`src/rtl/rowbias_shuffler.sv`:
```
`default_nettype none
// ============================================================================
//  Module   : rowbias_shuffler
//  Purpose  : Per-row bias bus source. Holds a pool of W one-hot values that
//             always form a permutation. After reset, or on reseed, it shuffles
//             the pool with an LFSR-driven Fisher-Yates pass. Rejection
//             sampling is bounded by MAX_TRIES. Once the shuffle is done it
//             serves indexed lookups onto a registered bus.
//  Ports    : clock     - single clock, rising edge
//             reset     - asynchronous, active-high
//             reseed    - pulse: restart the shuffle from seed_in
//             seed_in   - seed captured on reseed (0 selects SEED)
//             update    - load pool[lowest set bit of rqindex] into busvalue
//             rqindex   - lookup index, expected one-hot
//             busvalue  - registered bus value
//             ready     - pool is a completed permutation, lookups honoured
//  Revision : 1.0  initial release
// ============================================================================
`ifndef GRID_LEN
`define GRID_LEN 4
`endif

module rowbias_shuffler #(
   parameter int                W         = `GRID_LEN,
   parameter int                LFSR_W    = 16,
   parameter logic [LFSR_W-1:0] SEED      = LFSR_W'(16'hACE1),
   parameter int                MAX_TRIES = 4,
   parameter logic [LFSR_W-1:0] LFSR_TAPS = LFSR_W'(16'hB400)
) (
   input  logic              clock,
   input  logic              reset,
   input  logic              reseed,
   input  logic [LFSR_W-1:0] seed_in,
   input  logic              update,
   input  logic [W-1:0]      rqindex,
   output logic [W-1:0]      busvalue,
   output logic              ready
);

   localparam int K  = $clog2(W);
   localparam int TW = (MAX_TRIES > 1) ? $clog2(MAX_TRIES) : 1;

   typedef enum logic [0:0] {
      SHUFFLE = 1'b0,
      IDLE    = 1'b1
   } state_t;

   state_t            state, state_nx;
   logic [LFSR_W-1:0] lfsr, lfsr_nx;
   logic [K-1:0]      step, step_nx;
   logic [TW-1:0]     tries, tries_nx;
   logic [K-1:0]      r;
   logic              do_swap;
   logic              step_done;
   logic [W-1:0]      pool [W];
   logic [W-1:0]      lookup;

   // ------------------------------------------------------------------------
   // Next-state logic. Reseed overrides everything, including a shuffle step.
   // ------------------------------------------------------------------------
   always_comb begin
      state_nx  = state;
      lfsr_nx   = lfsr;
      step_nx   = step;
      tries_nx  = tries;
      do_swap   = 1'b0;
      step_done = 1'b0;
      r         = lfsr[K-1:0];
      if (reseed) begin
         state_nx = SHUFFLE;
         lfsr_nx  = (seed_in == '0) ? SEED : seed_in;
         step_nx  = K'(W-1);
         tries_nx = '0;
      end else if (state == SHUFFLE) begin
         // Galois LFSR, shift right
         lfsr_nx = {1'b0, lfsr[LFSR_W-1:1]} ^ (lfsr[0] ? LFSR_TAPS : '0);
         if (r <= step) begin
            do_swap   = 1'b1;
            step_done = 1'b1;
         end else if (tries == TW'(MAX_TRIES-1)) begin
            // Out of attempts: leave pool[step] where it is. This is still a
            // valid permutation, only slightly less uniform.
            step_done = 1'b1;
         end else begin
            tries_nx = tries + TW'(1);
         end
         if (step_done) begin
            step_nx  = step - K'(1);
            tries_nx = '0;
            if (step == K'(1)) begin
               state_nx = IDLE;
            end
         end
      end
   end

   // Lowest set bit of rqindex wins; scanning high-to-low lets it overwrite.
   always_comb begin
      lookup = '0;
      for (int j = W-1; j >= 0; j--) begin
         if (rqindex[j]) begin
            lookup = pool[j];
         end
      end
   end

   // ------------------------------------------------------------------------
   // Control registers
   // ------------------------------------------------------------------------
   always_ff @(posedge clock or posedge reset) begin
      if (reset) begin
         state <= SHUFFLE;
         lfsr  <= SEED;
         step  <= K'(W-1);
         tries <= '0;
         ready <= 1'b0;
      end else begin
         state <= state_nx;
         lfsr  <= lfsr_nx;
         step  <= step_nx;
         tries <= tries_nx;
         // Tracks the state register so ready rises on the same edge
         // that enters IDLE.
         ready <= (state_nx == IDLE);
      end
   end

   // ------------------------------------------------------------------------
   // Pool: identity on reset/reseed, single swap per completed step.
   // The swap is an exchange, so the pool stays a permutation mid-shuffle.
   // ------------------------------------------------------------------------
   always_ff @(posedge clock or posedge reset) begin
      if (reset) begin
         for (int j = 0; j < W; j++) begin
            pool[j] <= W'(1) << j;
         end
      end else if (reseed) begin
         for (int j = 0; j < W; j++) begin
            pool[j] <= W'(1) << j;
         end
      end else if (do_swap) begin
         pool[step] <= pool[r];
         pool[r]    <= pool[step];
      end
   end

   // ------------------------------------------------------------------------
   // Bus register: only IDLE lookups load it. A reseed in the same cycle
   // leaves it unchanged.
   // ------------------------------------------------------------------------
   always_ff @(posedge clock or posedge reset) begin
      if (reset) begin
         busvalue <= '0;
      end else if (update && !reseed && (state == IDLE)) begin
         busvalue <= lookup;
      end
   end

endmodule

`default_nettype wire

```
`config.mk`:
```
export PLATFORM = sky130hd
export DESIGN_NAME = rowbias_shuffler
export DESIGN_NICKNAME = d
export VERILOG_FILES = /design/src/rtl/rowbias_shuffler.sv
export SDC_FILE = /design/constraint.sdc
export NUM_CORES = 1
export LEC_CHECK = 0
export ABC_AREA = 1
export CAP_MARGIN = 20
export CORE_MARGIN = 2
export CORE_UTILIZATION = 35
export DETAILED_ROUTE_END_ITERATION = 10
export PLACE_DENSITY_LB_ADDON = 0.25
export SLEW_MARGIN = 20
export SYNTH_ARGS = -nofsm -noshare
export SYNTH_HDL_FRONTEND = slang
export SYNTH_SLANG_ARGS = --single-unit
```
`constraint.sdc`:
```
create_clock -name clock -period 1.8 [get_ports clock]
set_clock_uncertainty 0.1 [all_clocks]
set_input_delay 0.54 -clock clock [delete_from_list [all_inputs] [get_ports clock]]
set_output_delay 0.54 -clock clock [all_outputs]
set_load 0.05 [all_outputs]
```
Yosys cells after proc, flatten, opt, wreduce, memory -nomap -nowiden
Cells that the tools add are included.
- $add $sub $neg: 2
- $lt $le $gt $ge: 5
- equal/unequal tests: 5
- muxes and demuxes: 41
- bitwise logic cells: 3
- reductions and logical operators: 10
- operators by type and width (operator ; number):
    16-bit 2-to-1 mux ; 6
    4-bit 2-to-1 mux ; 10
    16-bit bitwise mux ; 2
    4-bit binary-select mux with 2-bit select ; 2
    4-bit demux with 2-bit select ; 2
    16-bit logical NOT ; 1
    2-bit 2-to-1 mux ; 8
    15-bit by 16-bit bitwise XOR with 16-bit output ; 1
    1-bit 2-to-1 mux ; 11
    3-bit >= comparator, second input constant ; 2
    3-bit by 1-bit < comparator with 1-bit output, second input constant ; 2
    3-bit by 2-bit inequality test with 1-bit output, second input constant ; 2
    2-bit NOT with 3-bit output ; 2
    1-bit logical AND ; 4
    2-bit nonzero test ; 2
    3-bit AND reduction ; 1
    2-bit by 1-bit adder with 2-bit output, second input constant ; 1
    2-bit by 1-bit equality test with 1-bit output, second input constant ; 1
    2-bit equality test, second input constant ; 1
    2-bit less-or-equal comparator ; 1
    2-bit inequality test, second input constant ; 1
    2-bit AND reduction ; 1
    2-bit by 1-bit subtractor with 2-bit output, second input constant ; 1
    1-bit logical NOT ; 1
- bits in registers: 41
- input port bits: 24
- output and inout port bits: 5

Depth between registers and ports, before layout
Gate-level depths: netlist of run 1.
- word-level depth: 9
- depth in mapped cells: 12
- gate-level depth less buffers: 11

Worst setup path after synthesis of run 1
Ideal clock, no wire load.
- kind: register to register
- start point: register lfsr[0]
- end point: register pool[0] (netlist bit)
- setup time: 113 ps
- arrival: 1672 ps
- path slack: -85 ps
- cell stages (with the launch flop): 11
- path buffers: 1
- clock period less this slack: 1885 ps
- cell sequence: dfstp_2 > inv_2 > buf_2 > ha_1 > nand2_1 > nand2_1 > nand3_1 > inv_1 > nand2_1 > nand2_1 > inv_1
- longest elaborated chain between the ends: 8
- ends and longest elaborated chain (element ; line ; text):
    start: declaration ; 49 ; logic [LFSR_W-1:0] lfsr, lfsr_nx;
    start signal: assignment ; 119 ; lfsr <= lfsr_nx;
    2-bit NOT with 3-bit output (not written as such) ; 142, 143 ;
    3-bit >= comparator (not written as such), or another cell as far along ; 143 ; pool[r] <= pool[step];
    1-bit logical AND (not written as such) or 4-bit 2-to-1 mux (tied branches) ; 143, 142 ;
    4-bit 2-to-1 mux (on tied branches) ; 143, 142 ;
    4-bit demux with 2-bit select or 16-bit bitwise mux (tied branches) ; 143, 142 ;
    16-bit bitwise mux ; 143 ;
    16-bit 2-to-1 mux ; 141 ; end else if (do_swap) begin
    16-bit 2-to-1 mux ; 137 ; end else if (reseed) begin
    end signal: indexed assignment ; 139 ; pool[j] <= W'(1) << j;
    end signal: indexed assignment ; 142 ; pool[step] <= pool[r];
    end signal: indexed assignment ; 143 ;
    end: declaration ; 55 ; logic [W-1:0] pool [W];
Several ways; a longest one is shown, not always the timed one. The select of a mux whose other input is x is not followed.
A chain may end at the register's enable or synchronous reset.

Worst setup path after layout of run 1
- start point: register step[0]
- end point: register pool[10] (netlist bit)
- longest elaborated chain between the ends: 9
- ends and longest elaborated chain (element ; line ; text):
    start: declaration ; 50 ; logic [K-1:0] step, step_nx;
    start signal: assignment ; 114 ; step <= K'(W-1);
    start signal: assignment ; 120 ; step <= step_nx;
    2-bit NOT with 3-bit output (not written as such) ; 142, 143 ;
    3-bit >= comparator (not written as such) or 3-bit by 1-bit < comparator with 1-bit output (tied branches) ; 142 ;
    1-bit logical AND (not written as such) ; 142 ;
    4-bit 2-to-1 mux (not written as such) ; 142 ;
    4-bit demux with 2-bit select ; 142 ;
    16-bit bitwise mux ; 142 ;
    16-bit bitwise mux ; 143 ;
    16-bit 2-to-1 mux ; 141 ;
    16-bit 2-to-1 mux ; 137 ;
Several ways; a longest one is shown, not always the timed one. The select of a mux whose other input is x is not followed.

==> metrics.txt, run 1 <==
number of cells on the critical path=10; Post-Synth Simple-Gate Area=0.3771; number of global-route vias before repair=2827; area of the die=8642 um^2; Internal=3.020 mW; Initial Utilization=0.3604; Detailed Routing Iterations Pass 1=5; global routing met2 resource utilization=0.3436; share of async-settable or async-resettable flops after synthesis=1.000; Congestion Overflow GR=0; max incr delay on CP=0.63 ns; share of synthesized area occupied by flip-flops and latches=0.3767; power density relative to cell area=1582 nW/um^2; setup-violating endpoint count in the final report=0; RSZ-0062 raised after global routing=true; combinational group share of total power=0.602; share of the clock period used by the worst path=0.9714; critical path endpoint category=flip-flop; count of state elements after synthesis=41; Row Count=32; net switching fraction of the power=0.4783; Synth top area share=0.2507; FF-to-FF End=pool[10]; mux share of post-synthesis cell area=0; most frequent standard cell in the layout excluding fill and tap cells=nand2_1; critical path type=reg2reg; HPWL Detailed=6119 um; Syn Std Cell Area=2770 um^2; Mean Syn Cell Area=6.412 um^2; syn_nets=463; xor/xnor cell area share of the yosys netlist=0.006323; clock transition at the registers of the reported paths=0.09 ns; Synth Area in Compound Gates=0.1188; Clk Latency, worst-skew pair=0.30 ns; combined area of the multi-input logic cells=1554 um^2; pin slew with the least headroom to its limit=0.2885 ns; final layout net count=526; Routed wire per std cell=13.63 um; Max-Cap Viols=0; largest fanout on the critical path=6; register-to-register path setup slack=0.05 ns; CP startpoint kind=flip-flop; mean number of vias per cell=4.883; Pins Over Slew Limit=0; largest area contributor in the netlist=nand2_1; wire length of the first global-routing pass=13610 um; hold violation total from the final report=0; Static Leak=1.907 nW; part of the power in registers=0.285; status=complete, no violations; Worst setup startpoint=step[0]; first-iteration detailed-routing DRC count=173; Worst Reg2Reg Path Length in Cells=10; main combinational cell family by area after synthesis=simple AND/OR/NAND/NOR gates; beginning of the worst register-to-register path=step[0]; Adder-Cell Fraction of Synth Area=0.03162; number of design rule violations left after detail routing=0; Final Core Density=0.4761; sinks on the clock net=41; proportion of layout cells with a drive suffix above 1=0.1794; routability congestion estimate from global placement=0.9570; worst relative slew slack=0.8074; Sequential cell area=1044 um^2; TritonCTS clock tree=done; slowest cell on the critical path=dfstp_2; H-tree levels=2; CORE AREA=7687 um^2; number of antenna violations at the first check in global routing=0; ANT cells=0; number of fill cells=811; aggregate global-route resource usage=0.2003; antenna-violating nets left=0; master cell of the clock root buffer=clkbuf_8; area growth from synthesis to layout=32.11%; HP Class=reg2reg; Die H=92.97 um; top library cells by usage in the layout, fill and taps aside=181 x nand2_1, 41 x inv_1, 39 x buf_4; die boundary width=92.97 um; f_max=0.5719 GHz; arrival time of the worst setup path=1.89 ns; routing layer with the top usage in global route=met2; Routed Wire Length=8152 um; critical path cell sequence=ha_4 > inv_1 > nand2_1 > nand2_2 > nand2_4 > nand3_4 > buf_4 > a21oi_1 > nand2_1 > inv_1; post-synthesis cell count=432; quantity of I/O buffers inserted on ports=28; top-level port count=29; Buffers & Inverters on Critical Path=3; number of distinct library cells after synthesis=26; Post-synth EDFFs=0; Top FF cell, synth=dfrtp_1; via count of the routed design=2920; net switching component of the power=2.769 mW; Ys Warns=0; post-layout min period=1.749 ns; largest delay contributor family on the critical path=flip-flops; total power after layout=5.788 mW; final sum of negative setup slack=0 ns; clock share of power=0.113; WP data required=1.95 ns; Worst IR Drop VDD=0.0005893 V; top post-synthesis cells by area=nand2_1 25%, dfrtp_1 24%, dfstp_2 13%; deepest clock path buffer count=2; number of buffers inserted during clock tree synthesis=5; met1 GRT Util=0.2631; met3 Usage GRT=0.03011; largest net degree at the start of global routing=42; worst setup path endpoint=pool[10]
[flip-flops by register name (all words and copies together), names as in the netlist]
register,cells
lfsr,16
step,2
pool,16
tries,2
state,1
busvalue,4
[repair_timing]
item	4_1_cts	5_1_grt
hold buffers	0	0
resized for setup	3	14
pin swaps	0	4
endpoints found under the setup margin	10	18
setup buffers	0	1
[kinds of logic (layout without fill, tap and decap cells)]
kind of cell,after synthesis,in the layout
AO/OA/AOI/OAI,61,61
XOR/XNOR,2,2
adder cells (fa/ha/maj),7,7
buffers and inverters,62,126
flip-flops,41,41
AND/OR/NAND/NOR,259,259
[cells in the mapped netlist (all sizes together) (3+ instances only)]
cell type and number:
a21oi 28, o21ai 24, dfstp 14, clkbuf 5, nand2 186, inv 48
nor2 32, dfrtp 27, a22oi 3, buf 8, nand3 39, ha 7
[per-layer routing]
layer	routed length, um	up-vias
met5	0	-
met4	159	0
met3	362	11
met2	3886	76
met1	3744	1348
li1	-	1485
[how the worst min path moves through the flow]
stage | start | cells after the start | slack [ns] | end
final | lfsr[5] | 2 | 0.38 | lfsr[5]
after global routing | lfsr[5] | 2 | 0.40 | lfsr[5]
after CTS | lfsr[5] | 2 | 0.38 | lfsr[5]
after detailed placement | lfsr[5] | 2 | 0.36 | lfsr[5]
after global placement | lfsr[10] | 2 | 0.36 | lfsr[10]
after floorplan | lfsr[10] | 2 | 0.34 | lfsr[10]
[cell type report]
| cell class | instances | area share |
|---|---|---|
| tap | 102 | 0.03487 |
| multi-input combinational | 329 | 0.4246 |
| timing repair buffer | 69 | 0.1788 |
| clock inverter | 2 | 0.003761 |
| sequential | 41 | 0.2851 |
| inverter | 49 | 0.05026 |
| clock buffer | 6 | 0.02256 |
[stage by stage]
stage | hold WS [ns] | worst slack (ns) | instance area [um^2] | std cells
floorplan | 0.3444 | 0.004565 | 2778 | 432
global placement | 0.3573 | -0.1576 | 3485 | 589
detailed placement | 0.3643 | -0.1908 | 3485 | 589
CTS | 0.3790 | -0.006298 | 3596 | 597
global route | 0.3987 | -0.02077 | 3660 | 598
finish | 0.3763 | 0.05149 | 3660 | 598
[power by group through the flow]
stage                     combinational (mW)  clock (mW)  sequential [mW]
after floorplan                         1.91           0             1.73
after global placement                  3.19           0             1.65
after detailed placement                3.23           0             1.66
after CTS                               3.29       0.674             1.64
after global routing                    3.90       0.720             1.70
final                                   3.49       0.652             1.65
[worst register-to-register path, stage by stage, from the launching register on]
cell and delay [ns]:
dfstp_2 0.63, ha_4 0.15, inv_1 0.03, nand2_1 0.07
nand2_2 0.07, nand2_4 0.16, nand3_4 0.11, buf_4 0.15
a21oi_1 0.12, nand2_1 0.06, inv_1 0.05
Power figures use the tool's default switching activity.
==> run 2, diff against run 1 <==
SKIP_LAST_GASP = 1   (was default)
clock period = 2.3 ns   (was 1.8 ns; I/O delays follow)
==> metrics.txt, run 2 (synthesis gave the netlist of run 1 again) <==
slowest cell on the critical path=clkdlybuf4s50_1; clock transition at the registers of the reported paths=0.09 ns (about the same); deepest clock path buffer count=2 (unchanged); Congestion Overflow GR=0 (unchanged); area growth from synthesis to layout=20.46%; Pins Over Slew Limit=0 (unchanged); power density relative to cell area=1236 nW/um^2 (-22%); Detailed Routing Iterations Pass 1=4 (-1); antenna-violating nets left=0 (unchanged); critical path endpoint category=output port; CORE AREA=7687 um^2 (unchanged); pin slew with the least headroom to its limit=0.5022 ns (+0.2137 ns); number of buffers inserted during clock tree synthesis=5 (unchanged); WP data required=1.51 ns (-0.44 ns); critical path type=reg2out; hold-fix buffer count after cts=0 (unchanged); Worst Hold Slack=0.3704 ns (-0.005814 ns); largest net degree at the start of global routing=42 (unchanged); Buffers & Inverters on Critical Path=1 (-2); arrival time of the worst setup path=1.47 ns (-0.42 ns); CP startpoint kind=flip-flop; final layout net count=498 (-5.3%); Clk Latency, worst-skew pair=0.30 ns (about the same); HPWL Detailed=5819 um (-4.9%); Max-Cap Viols=0 (unchanged); worst setup path endpoint=busvalue[2]; Regs by FF count=lfsr: 16 flops, pool: 16 flops, busvalue: 4 flops; critical path cell sequence=clkdlybuf4s50_1; status=complete, no violations; HP Class=reg2reg; largest delay contributor family on the critical path=buffers and inverters; top-level port count=29 (unchanged); Routed Wire Length=7672 um (-5.9%); number of global-route vias before repair=2723 (-3.7%); Worst setup startpoint=busvalue[2]; number of antenna violations at the first check in global routing=0 (unchanged); part of the power in registers=0.312 (+0.027); sinks on the clock net=41 (unchanged); total of cells resized after clock tree synthesis=0 (-3); die boundary width=92.97 um (unchanged); TritonCTS clock tree=done; net switching component of the power=1.991 mW (-28%); post-route cell area=3337 um^2 (-8.8%); Initial Utilization=0.3604 (unchanged); share of the clock period used by the worst path=0.9808; Row Count=32 (unchanged); mean number of vias per cell=4.909 (+0.53%); worst relative slew slack=0.6641 (-0.1433); routability congestion estimate from global placement=0.9224 (-3.6%); final sum of negative setup slack=0 ns (unchanged); Static Leak=1.751 nW (-8.2%); f_max=0.4433 GHz; area of the die=8642 um^2 (unchanged); first-iteration detailed-routing DRC count=143 (-17%); Internal=2.133 mW (-29%); Worst Reg2Reg Path Length in Cells=9 (-1); Routed wire per std cell=13.46 um (-1.3%); clock share of power=0.144 (+0.031); register-to-register path setup slack=0.23 ns (+0.18 ns); setup-violating endpoint count in the final report=0 (unchanged); number of fill cells=837 (+3.2%); Worst IR Drop VDD=0.0005204 V (-12%); most frequent standard cell in the layout excluding fill and tap cells=nand2_1; post-CTS setup repair buffer count=0 (unchanged); top library cells by usage in the layout, fill and taps aside=185 x nand2_1, 43 x inv_1, 37 x nand3_1; via count of the routed design=2798 (-4.2%); net switching fraction of the power=0.4827 (+0.004409); post-layout min period=2.256 ns; hold violation total from the final report=0 (unchanged); proportion of layout cells with a drive suffix above 1=0.1004 (-0.07901); aggregate global-route resource usage=0.1905 (-0.009833); FF-to-FF End=pool[2]; combinational group share of total power=0.543 (-0.059); largest fanout on the critical path=2 (-4); max incr delay on CP=0.81 ns (+0.18 ns); total power after layout=4.124 mW (-29%); Die H=92.97 um (unchanged); master cell of the clock root buffer=clkbuf_8; wire length of the first global-routing pass=13060 um (-4.0%); RSZ-0062 raised after global routing=false; ANT cells=0 (unchanged); quantity of I/O buffers inserted on ports=28 (unchanged); number of design rule violations left after detail routing=0 (unchanged); H-tree levels=2 (unchanged); Cell Area, Placed=3229 um^2 (-7.3%); number of cells on the critical path=1 (-9); beginning of the worst register-to-register path=lfsr[0]
-- run 2: layout make-up --
cell class	count	area [um^2]	area share
flip-flops and latches	41	1044	0.3127
clock buffers	6	72.57	0.02175
inverters	49	183.9	0.05512
well taps	102	127.6	0.03825
repair buffers	41	395.4	0.1185
multi-input cells	329	1479	0.4432
clock inverters	2	35.03	0.01050
-- run 2: power groups by stage --
stage	clock [mW]	combinational, mW	sequential, mW
6_report	0.596	2.24	1.29
5_1_grt	0.628	2.56	1.33
4_1_cts	0.605	2.24	1.29
3_5_place_dp	0	2.23	1.30
3_3_place_gp	0	2.22	1.30
2_1_floorplan	0	1.47	1.36
-- run 2: metrics by stage --
step / cells / setup slack [ns] / util
floorplan: 432 / 0.4151 / -
global placement: 562 / 0.1977 / 0.4201
detailed placement: 562 / 0.2137 / 0.4201
CTS: 570 / 0.03535 / 0.4341
global route: 570 / 0.008702 / 0.4341
finish: 570 / 0.04423 / 0.4341
-- run 2: worst min-delay path by stage --
stage / startpoint / end / slack, ns / cells past startpoint
floorplan: lfsr[10] / lfsr[10] / 0.34 / 2
finish: lfsr[15] / lfsr[15] / 0.37 / 2
detailed placement: lfsr[5] / lfsr[5] / 0.36 / 2
global route: lfsr[6] / lfsr[6] / 0.38 / 2
CTS: lfsr[5] / lfsr[5] / 0.37 / 2
global placement: lfsr[6] / lfsr[6] / 0.36 / 2
-- run 2: layer usage --
layer / up-vias / routed length [um] / global-route usage
li1: 1426 / - / -
met1: 1297 / 3799 / 0.2704
met2: 71 / 3501 / 0.2947
met3: 4 / 341 / 0.03417
met4: 0 / 29 / 0.05882
met5: - / 0 / 0
